`src/rtl/bit_speck128_128_hierarchy_carry_sharing_if.sv`:
```
// Purpose : share-level bus between the masking wrapper and the bit-serial Speck core.
// Ports   : serial plaintext/key/carry-seed shares, load/run enables, ciphertext shares, round flag.
// Modports: master = wrapper (drives shares and enables), slave = core.
interface bit_speck128_128_hierarchy_carry_sharing_if;
  logic       data_ina;
  logic       data_inb;
  logic       data_inc;
  logic       k_data_ina;
  logic       k_data_inb;
  logic       k_data_inc;
  logic       carry_init_a;
  logic       carry_init_b;
  logic       carry_init_c;
  logic       we;
  logic       Start;
  logic [1:0] cipher_out1;
  logic [1:0] cipher_out2;
  logic [1:0] cipher_out3;
  logic       rndlessthan32;

  modport master (
    output data_ina, data_inb, data_inc,
    output k_data_ina, k_data_inb, k_data_inc,
    output carry_init_a, carry_init_b, carry_init_c,
    output we, Start,
    input  cipher_out1, cipher_out2, cipher_out3,
    input  rndlessthan32
  );

  modport slave (
    input  data_ina, data_inb, data_inc,
    input  k_data_ina, k_data_inb, k_data_inc,
    input  carry_init_a, carry_init_b, carry_init_c,
    input  we, Start,
    output cipher_out1, cipher_out2, cipher_out3,
    output rndlessthan32
  );
endinterface

```
`src/rtl/bit_speck128_128_hierarchy_carry_sharing.sv`:
```
// Purpose : bit-serial three-share TI Speck128/128 encryption core (one bit per cycle).
// Ports   : clk, rst (sync, active-high), bus (slave modport: shares in, ciphertext shares out).
// Timing  : 128 load cycles (we), 2048 run cycles (Start), then ciphertext streams out LSB first.
module bit_speck128_128_hierarchy_carry_sharing (
  input logic                                        clk,
  input logic                                        rst,
  bit_speck128_128_hierarchy_carry_sharing_if.slave  bus
);

  // Per-share word state. Each word register rotates right one place per round
  // cycle; the freshly computed bit enters at [63], so after 64 cycles the new
  // word sits in natural bit order again.
  logic [63:0] x_q [3];
  logic [63:0] x_d [3];
  logic [63:0] y_q [3];
  logic [63:0] y_d [3];
  logic [63:0] l_q [3];
  logic [63:0] l_d [3];
  logic [63:0] k_q [3];
  logic [63:0] k_d [3];

  // ROR(.,8) taps: bits 0..7 of the old x/l are overwritten before the last
  // eight cycles of a round need them, so they are parked here.
  logic [7:0]  xb_q [3];
  logic [7:0]  xb_d [3];
  logic [7:0]  lb_q [3];
  logic [7:0]  lb_d [3];

  // ROL(.,3) taps: three-cycle delay of the old y/k bit leaving position 0.
  logic [2:0]  yd_q [3];
  logic [2:0]  yd_d [3];
  logic [2:0]  kd_q [3];
  logic [2:0]  kd_d [3];

  // Registered TI carry shares of the datapath (x) and key-schedule (l) adders.
  logic [2:0]  cx_q;
  logic [2:0]  cx_d;
  logic [2:0]  cl_q;
  logic [2:0]  cl_d;

  logic [5:0]  bitcnt_q;
  logic [5:0]  bitcnt_d;
  logic [5:0]  rnd_q;
  logic [5:0]  rnd_d;

  // Input shares gathered into vectors indexed by share (0=a, 1=b, 2=c).
  logic [2:0]  din;
  logic [2:0]  kin;
  logic [2:0]  cinit;

  assign din   = {bus.data_inc,     bus.data_inb,     bus.data_ina};
  assign kin   = {bus.k_data_inc,   bus.k_data_inb,   bus.k_data_ina};
  assign cinit = {bus.carry_init_c, bus.carry_init_b, bus.carry_init_a};

  // Non-complete TI majority: share s is built only from the other two share
  // indices (u = first, v = second), so no single share sees all three.
  function automatic logic ti_maj(input logic pu, input logic pv,
                                  input logic qu, input logic qv,
                                  input logic cu, input logic cv);
    return (pu & qu) ^ (pu & qv) ^ (pv & qu)
         ^ (pu & cu) ^ (pu & cv) ^ (pv & cu)
         ^ (qu & cu) ^ (qu & cv) ^ (qv & cu);
  endfunction

  // ------------------------------------------------------------------
  // Per-bit round datapath (valid whenever bitcnt_q addresses bit j)
  // ------------------------------------------------------------------
  logic [2:0] xr;      // ROR(x,8)[j]
  logic [2:0] lr;      // ROR(l,8)[j]
  logic [2:0] yl;      // ROL(y,3)[j]
  logic [2:0] kl;      // ROL(k,3)[j]
  logic [2:0] y0;      // y[j]
  logic [2:0] k0;      // k[j]
  logic [2:0] cxi;     // carry in, x adder
  logic [2:0] cli;     // carry in, l adder
  logic [2:0] xn;
  logic [2:0] yn;
  logic [2:0] ln;
  logic [2:0] kn;
  logic [2:0] cx_nxt;
  logic [2:0] cl_nxt;
  logic [5:0] rnd_sh;
  logic       rc_bit;

  assign rnd_sh = rnd_q >> bitcnt_q;
  assign rc_bit = rnd_sh[0];

  always_comb begin
    xr  = '0;
    lr  = '0;
    yl  = '0;
    kl  = '0;
    y0  = '0;
    k0  = '0;
    cxi = '0;
    cli = '0;
    xn  = '0;
    yn  = '0;
    ln  = '0;
    kn  = '0;
    for (int s = 0; s < 3; s++) begin
      xr[s]  = (bitcnt_q >= 6'd56) ? xb_q[s][0] : x_q[s][8];
      lr[s]  = (bitcnt_q >= 6'd56) ? lb_q[s][0] : l_q[s][8];
      // For j<3 the wrapped bits y[61+j] / k[61+j] have not yet been shifted out.
      yl[s]  = (bitcnt_q < 6'd3) ? y_q[s][61] : yd_q[s][0];
      kl[s]  = (bitcnt_q < 6'd3) ? k_q[s][61] : kd_q[s][0];
      y0[s]  = y_q[s][0];
      k0[s]  = k_q[s][0];
      // Carry chain restarts every word from the externally supplied seed.
      cxi[s] = (bitcnt_q == 6'd0) ? cinit[s] : cx_q[s];
      cli[s] = (bitcnt_q == 6'd0) ? cinit[s] : cl_q[s];
      xn[s]  = xr[s] ^ y0[s] ^ cxi[s] ^ k0[s];
      yn[s]  = yl[s] ^ xn[s];
      // Round constant only touches share a.
      ln[s]  = k0[s] ^ lr[s] ^ cli[s] ^ ((s == 0) ? rc_bit : 1'b0);
      kn[s]  = kl[s] ^ ln[s];
    end
  end

  always_comb begin
    cx_nxt[0] = ti_maj(xr[1], xr[2], y0[1], y0[2], cxi[1], cxi[2]);
    cx_nxt[1] = ti_maj(xr[2], xr[0], y0[2], y0[0], cxi[2], cxi[0]);
    cx_nxt[2] = ti_maj(xr[0], xr[1], y0[0], y0[1], cxi[0], cxi[1]);
    cl_nxt[0] = ti_maj(k0[1], k0[2], lr[1], lr[2], cli[1], cli[2]);
    cl_nxt[1] = ti_maj(k0[2], k0[0], lr[2], lr[0], cli[2], cli[0]);
    cl_nxt[2] = ti_maj(k0[0], k0[1], lr[0], lr[1], cli[0], cli[1]);
  end

  // ------------------------------------------------------------------
  // Next-state selection: load > round > output rotate > hold
  // ------------------------------------------------------------------
  logic round_en;
  logic done;

  assign done     = (rnd_q >= 6'd32);
  assign round_en = !bus.we && bus.Start && !done;

  always_comb begin
    bitcnt_d = bitcnt_q;
    rnd_d    = rnd_q;
    cx_d     = cx_q;
    cl_d     = cl_q;
    for (int s = 0; s < 3; s++) begin
      x_d[s]  = x_q[s];
      y_d[s]  = y_q[s];
      l_d[s]  = l_q[s];
      k_d[s]  = k_q[s];
      xb_d[s] = xb_q[s];
      lb_d[s] = lb_q[s];
      yd_d[s] = yd_q[s];
      kd_d[s] = kd_q[s];
    end

    if (bus.we) begin
      // {X,Y} and {L,K} act as 128-bit right shifters fed at [127].
      bitcnt_d = '0;
      rnd_d    = '0;
      for (int s = 0; s < 3; s++) begin
        x_d[s] = {din[s],    x_q[s][63:1]};
        y_d[s] = {x_q[s][0], y_q[s][63:1]};
        l_d[s] = {kin[s],    l_q[s][63:1]};
        k_d[s] = {l_q[s][0], k_q[s][63:1]};
      end
    end else if (round_en) begin
      bitcnt_d = bitcnt_q + 6'd1;
      if (bitcnt_q == 6'd63) begin
        rnd_d = rnd_q + 6'd1;
      end
      cx_d = cx_nxt;
      cl_d = cl_nxt;
      for (int s = 0; s < 3; s++) begin
        x_d[s]  = {xn[s], x_q[s][63:1]};
        y_d[s]  = {yn[s], y_q[s][63:1]};
        l_d[s]  = {ln[s], l_q[s][63:1]};
        k_d[s]  = {kn[s], k_q[s][63:1]};
        yd_d[s] = {y_q[s][0], yd_q[s][2:1]};
        kd_d[s] = {k_q[s][0], kd_q[s][2:1]};
        // Capture old bits 0..7 early in the round, consume them at the end.
        if ((bitcnt_q < 6'd8) || (bitcnt_q >= 6'd56)) begin
          xb_d[s] = {x_q[s][0], xb_q[s][7:1]};
          lb_d[s] = {l_q[s][0], lb_q[s][7:1]};
        end
      end
    end else if (bus.Start) begin
      // Finished: stream the ciphertext by rotating X and Y.
      for (int s = 0; s < 3; s++) begin
        x_d[s] = {x_q[s][0], x_q[s][63:1]};
        y_d[s] = {y_q[s][0], y_q[s][63:1]};
      end
    end
  end

  always_ff @(posedge clk) begin
    if (rst) begin
      bitcnt_q <= '0;
      rnd_q    <= '0;
      cx_q     <= '0;
      cl_q     <= '0;
      for (int s = 0; s < 3; s++) begin
        x_q[s]  <= '0;
        y_q[s]  <= '0;
        l_q[s]  <= '0;
        k_q[s]  <= '0;
        xb_q[s] <= '0;
        lb_q[s] <= '0;
        yd_q[s] <= '0;
        kd_q[s] <= '0;
      end
    end else begin
      bitcnt_q <= bitcnt_d;
      rnd_q    <= rnd_d;
      cx_q     <= cx_d;
      cl_q     <= cl_d;
      for (int s = 0; s < 3; s++) begin
        x_q[s]  <= x_d[s];
        y_q[s]  <= y_d[s];
        l_q[s]  <= l_d[s];
        k_q[s]  <= k_d[s];
        xb_q[s] <= xb_d[s];
        lb_q[s] <= lb_d[s];
        yd_q[s] <= yd_d[s];
        kd_q[s] <= kd_d[s];
      end
    end
  end

  assign bus.cipher_out1   = {x_q[0][0], y_q[0][0]};
  assign bus.cipher_out2   = {x_q[1][0], y_q[1][0]};
  assign bus.cipher_out3   = {x_q[2][0], y_q[2][0]};
  assign bus.rndlessthan32 = !done;

endmodule

```
`src/flat_wrapper.sv`:
```
// flat-port wrapper written by rule: the top's interface ports become plain ports
module bit_speck128_128_hierarchy_carry_sharing_flat 
  (clk, rst, bus_data_ina, bus_data_inb, bus_data_inc, bus_k_data_ina, bus_k_data_inb, bus_k_data_inc, bus_carry_init_a, bus_carry_init_b, bus_carry_init_c, bus_we, bus_Start, bus_cipher_out1, bus_cipher_out2, bus_cipher_out3, bus_rndlessthan32);
  bit_speck128_128_hierarchy_carry_sharing_if bus_i ();
  input logic clk;
  input logic rst;
  input wire logic [$bits(bus_i.data_ina)-1:0] bus_data_ina;
  input wire logic [$bits(bus_i.data_inb)-1:0] bus_data_inb;
  input wire logic [$bits(bus_i.data_inc)-1:0] bus_data_inc;
  input wire logic [$bits(bus_i.k_data_ina)-1:0] bus_k_data_ina;
  input wire logic [$bits(bus_i.k_data_inb)-1:0] bus_k_data_inb;
  input wire logic [$bits(bus_i.k_data_inc)-1:0] bus_k_data_inc;
  input wire logic [$bits(bus_i.carry_init_a)-1:0] bus_carry_init_a;
  input wire logic [$bits(bus_i.carry_init_b)-1:0] bus_carry_init_b;
  input wire logic [$bits(bus_i.carry_init_c)-1:0] bus_carry_init_c;
  input wire logic [$bits(bus_i.we)-1:0] bus_we;
  input wire logic [$bits(bus_i.Start)-1:0] bus_Start;
  output wire logic [$bits(bus_i.cipher_out1)-1:0] bus_cipher_out1;
  output wire logic [$bits(bus_i.cipher_out2)-1:0] bus_cipher_out2;
  output wire logic [$bits(bus_i.cipher_out3)-1:0] bus_cipher_out3;
  output wire logic [$bits(bus_i.rndlessthan32)-1:0] bus_rndlessthan32;
  assign bus_i.data_ina = bus_data_ina;
  assign bus_i.data_inb = bus_data_inb;
  assign bus_i.data_inc = bus_data_inc;
  assign bus_i.k_data_ina = bus_k_data_ina;
  assign bus_i.k_data_inb = bus_k_data_inb;
  assign bus_i.k_data_inc = bus_k_data_inc;
  assign bus_i.carry_init_a = bus_carry_init_a;
  assign bus_i.carry_init_b = bus_carry_init_b;
  assign bus_i.carry_init_c = bus_carry_init_c;
  assign bus_i.we = bus_we;
  assign bus_i.Start = bus_Start;
  assign bus_cipher_out1 = bus_i.cipher_out1;
  assign bus_cipher_out2 = bus_i.cipher_out2;
  assign bus_cipher_out3 = bus_i.cipher_out3;
  assign bus_rndlessthan32 = bus_i.rndlessthan32;
  bit_speck128_128_hierarchy_carry_sharing u_core (.clk(clk), .rst(rst), .bus(bus_i));
endmodule
```
`config.mk`:
```
export PLATFORM = sky130hd
export DESIGN_NAME = bit_speck128_128_hierarchy_carry_sharing_flat
export DESIGN_NICKNAME = d
export VERILOG_FILES = /design/src/rtl/bit_speck128_128_hierarchy_carry_sharing_if.sv /design/src/rtl/bit_speck128_128_hierarchy_carry_sharing.sv /design/src/flat_wrapper.sv
export SDC_FILE = /design/constraint.sdc
export NUM_CORES = 2
export LEC_CHECK = 0
export CAP_MARGIN = 5
export CORE_MARGIN = 2
export CORE_UTILIZATION = 55
export CTS_CLUSTER_SIZE = 24
export DETAILED_ROUTE_END_ITERATION = 10
export PLACE_DENSITY = 0.71
export SLEW_MARGIN = 20
export SYNTH_ARGS = -nofsm -noshare
export SYNTH_HDL_FRONTEND = slang
export SYNTH_SLANG_ARGS = --single-unit
```
`constraint.sdc`:
```
create_clock -name clk -period 2.56 [get_ports clk]
set_input_delay 0.512 -clock clk [delete_from_list [all_inputs] [get_ports clk]]
set_output_delay 0.512 -clock clk [all_outputs]
set_load 0.02 [all_outputs]
```
==> results.md <==
* Top Ports at 20
* Cell Area, Placed at 31600 um2
* Worst clock skew at 0.0145 ns
* Filler Cells Inserted at 4757
* Critical path depth at 1
* Worst EP arrival at 1.97 ns
* Setup violators final at 0
* Reg2reg path depth at 10
* Gate Count Post-Synth at 3893
* CP endpoint kind: output pin
* Fin crit period at 2.48 ns
* Initial DRT Pass Iterations at 5
* Ys async rst share at 0%
* Synth top area cells: dfxtp_1 (56%), nand2_1 (21%), a21oi_1 (14%)
* Port Buffer Count at 19
* Worst Setup EP: bus_cipher_out1[0]
* CTS root buf: clkbuf_16
* Maximum VDD drop at 0.577 mV
* Largest net degree at the start of global routing at 175
* Worst-path clk slew at 0.07 ns
* Area Growth Syn to Fin at 13.0%
* Critical path class: reg2out
* EDFF count, synth at 0
* Gr usage total at 20.0%
* Std cell rows at 86
* Dominant cell type by area after synthesis: dfxtp_1
* Total number of vias at 23.6k
* Placed cell count at 4425
* Post-placement worst setup slack at 0.147 ns
* Slowest cell delay on critical path at 0.76 ns
* Share of the synthesized area in the top cell type at 56.1%
* Detailed placement HPWL at 32900 um
* Final worst slack at 0.0772 ns
* Max FO, Critical Path at 6
* Initial core utilization at 55.4%
* Worst reg2reg path startpoint: u_core.bitcnt_q[5]
* Leak pwr at 11.2 nW
* Avg Inst Size Synth at 7.81 um2
* Setup crit start kind: flop
* # hold bufs at CTS at 0
* Syn Nets at 3916
* Max Cap Viol at 0
* Multi-input logic area at 12200 um2
* CP delay by family, top: buffers and inverters
* Status: finished clean
* Avg WL per Cell at 12.7 um
* Final worst-path cycle share at 97.0%
* Synth warnings at 0
* Slowest CP cell: clkdlybuf4s50_1
* Most common cell in the netlist: nand2_1
* Most used DFF post-synth: dfxtp_1
* Clock tree from TritonCTS: built
* Initial antenna violation count at 1
* Syn Std Cell Area at 30400 um2
* Measured slew at the worst slew-check pin at 0.875 ns
* R2R setup slack at 0.22 ns
* Num Clock Sinks at 852
* First-pass GRT wire length at 98900 um
* #FFs+latches synth at 852
* Final std cells w/o fill at 4574
* Fin area at 34400 um2
* Post-synth top cells: nand2_1 (1673), dfxtp_1 (852), a21oi_1 (841)
* Post-synthesis sequential area ratio at 56.1%
* Full die area at 57200 um2
* Die W at 239 um
* Slew Limit Fails at 0
* DRC at 0
* Die Height at 239 um
* H-tree depth at 3
* Final hold viol count at 0
* Max Clk Rate at 403 MHz
* Number of CTS-inserted buffers at 82
* Core area at 54900 um2
* Worst-path cell chain: clkdlybuf4s50_1
* RSZ-0062 raised after global routing: no
* FF+latch area at 17100 um2
* Number of global-route vias before repair at 21.2k
* Final #Nets at 3828
* Antenna-violating nets left at 0
* Setup TNS at 0 ns
* Total overflow reported by the global router at 0
* Critical Path Source: u_core.y_q[0][0]
* Power per cell area at 767 nW/um2
* Share of cells above drive strength 1 at 6.46%
* Initial DRC Count at 1674
* Synth cell types at 63
* WP buf/inv at 1
* Rel. slew slack at 41.7%
* R2R Path End: u_core.cl_q[2]
* Skew-Pair Late Insertion Delay at 0.62 ns
* HP Class: in2reg
* Post-Route WL at 57900 um
* Clk buf depth at 3
* GP Congestion at 0.793
* Critical Path RT at 2.05 ns
* Vias per inst at 5.17
-- per-stage QoR --
stage          total power [mW]  hold WS, ns  util (%)
2_1_floorplan              14.2        0.432         -
3_3_place_gp               14.6        0.438      57.7
3_5_place_dp               14.5        0.443      57.7
4_1_cts                    26.7        0.174      62.6
5_1_grt                    27.3        0.201      62.6
6_report                   26.4        0.208      62.6
-- per-layer routing --
layer	global-route usage, %	vias to the layer above	wire, um
met3	3.92	57	2350
li1	-	12400	-
met2	30.8	273	25300
met1	28.7	10900	29400
met5	0	-	0
met4	5.72	0	819
-- sequential cells by signal, summed over array words and instances, names as in the netlist --
name             count
u_core.lb_q         24
u_core.y_q         192
u_core.k_q         192
u_core.xb_q         24
u_core.l_q         192
u_core.bitcnt_q      6
u_core.yd_q          9
u_core.cx_q          3
u_core.kd_q          9
u_core.cl_q          3
u_core.rnd_q         6
u_core.x_q         192
-- placed cells by master (no fill, tap or decap), drive strengths merged, types with 2 or more instances in the layout --
| master | n |
|---|---|
| a211o | 2 |
| a211oi | 2 |
| a21boi | 5 |
| a21oi | 841 |
| a221oi | 5 |
| and2 | 2 |
| and3 | 5 |
| buf | 101 |
| bufinv | 6 |
| clkbuf | 128 |
| clkdlybuf4s50 | 18 |
| clkinv | 13 |
| dfxtp | 852 |
| ha | 10 |
| inv | 20 |
| mux2 | 3 |
| mux2i | 14 |
| nand2 | 1673 |
| nand2b | 5 |
| nand3 | 16 |
| nand4 | 8 |
| nor2 | 28 |
| nor3 | 4 |
| nor4 | 2 |
| o211a | 2 |
| o211ai | 11 |
| o21ai | 16 |
| o221ai | 2 |
| o311ai | 2 |
| or3 | 7 |
| xnor2 | 30 |
| xor2 | 16 |
-- where the power goes --
group | internal [mW] | switching, mW | total (mW)
clock network | 7.17 | 4.96 | 12.1
registers | 13.3 | 0.0201 | 13.3
logic | 0.229 | 0.709 | 0.937
-- area by class of cell --
type                    count  area share, %
repair buffers            119           4.10
multi-input cells        2731           35.6
clock buffers             128           7.09
flip-flops and latches    852           49.6
inverters                  19          0.207
diodes                      1        0.00728
well taps                 704           2.56
clock inverters            20          0.848
-- cell families (layout without fill, tap and decap cells) --
family / Yosys count / after routing / share of synthesized area, %
and+or+nand+nor: 1757 / 1757 / 22.2
AOI/OAI and AO/OA: 900 / 900 / 15.3
DFF: 852 / 852 / 56.1
buffers and inverters: 310 / 286 / 3.91
xor gates and xnor gates: 46 / 46 / 1.35
muxes: 18 / 18 / 0.699
adders and majority gates: 10 / 10 / 0.411
other: 0 / 1 / 0
-- worst min-delay path by stage --
stage	from	endpoint	slack [ns]	cells past startpoint
floorplan	u_core.k_q[0][100]	u_core.k_q[0][100]	0.43	2
global placement	u_core.xb_q[0][18]	u_core.xb_q[0][17]	0.44	2
detailed placement	u_core.l_q[0][51]	u_core.l_q[0][50]	0.44	2
CTS	rst	u_core.kd_q[0][0]	0.17	2
global route	rst	u_core.lb_q[0][8]	0.20	2
finish	rst	u_core.kd_q[0][0]	0.21	2
-- timing repair --
item,4_1_cts,5_1_grt
gates resized for setup,2,0
buffers inserted,0,0
setup endpoints to repair,2,0
Power figures use the tool's default switching activity.
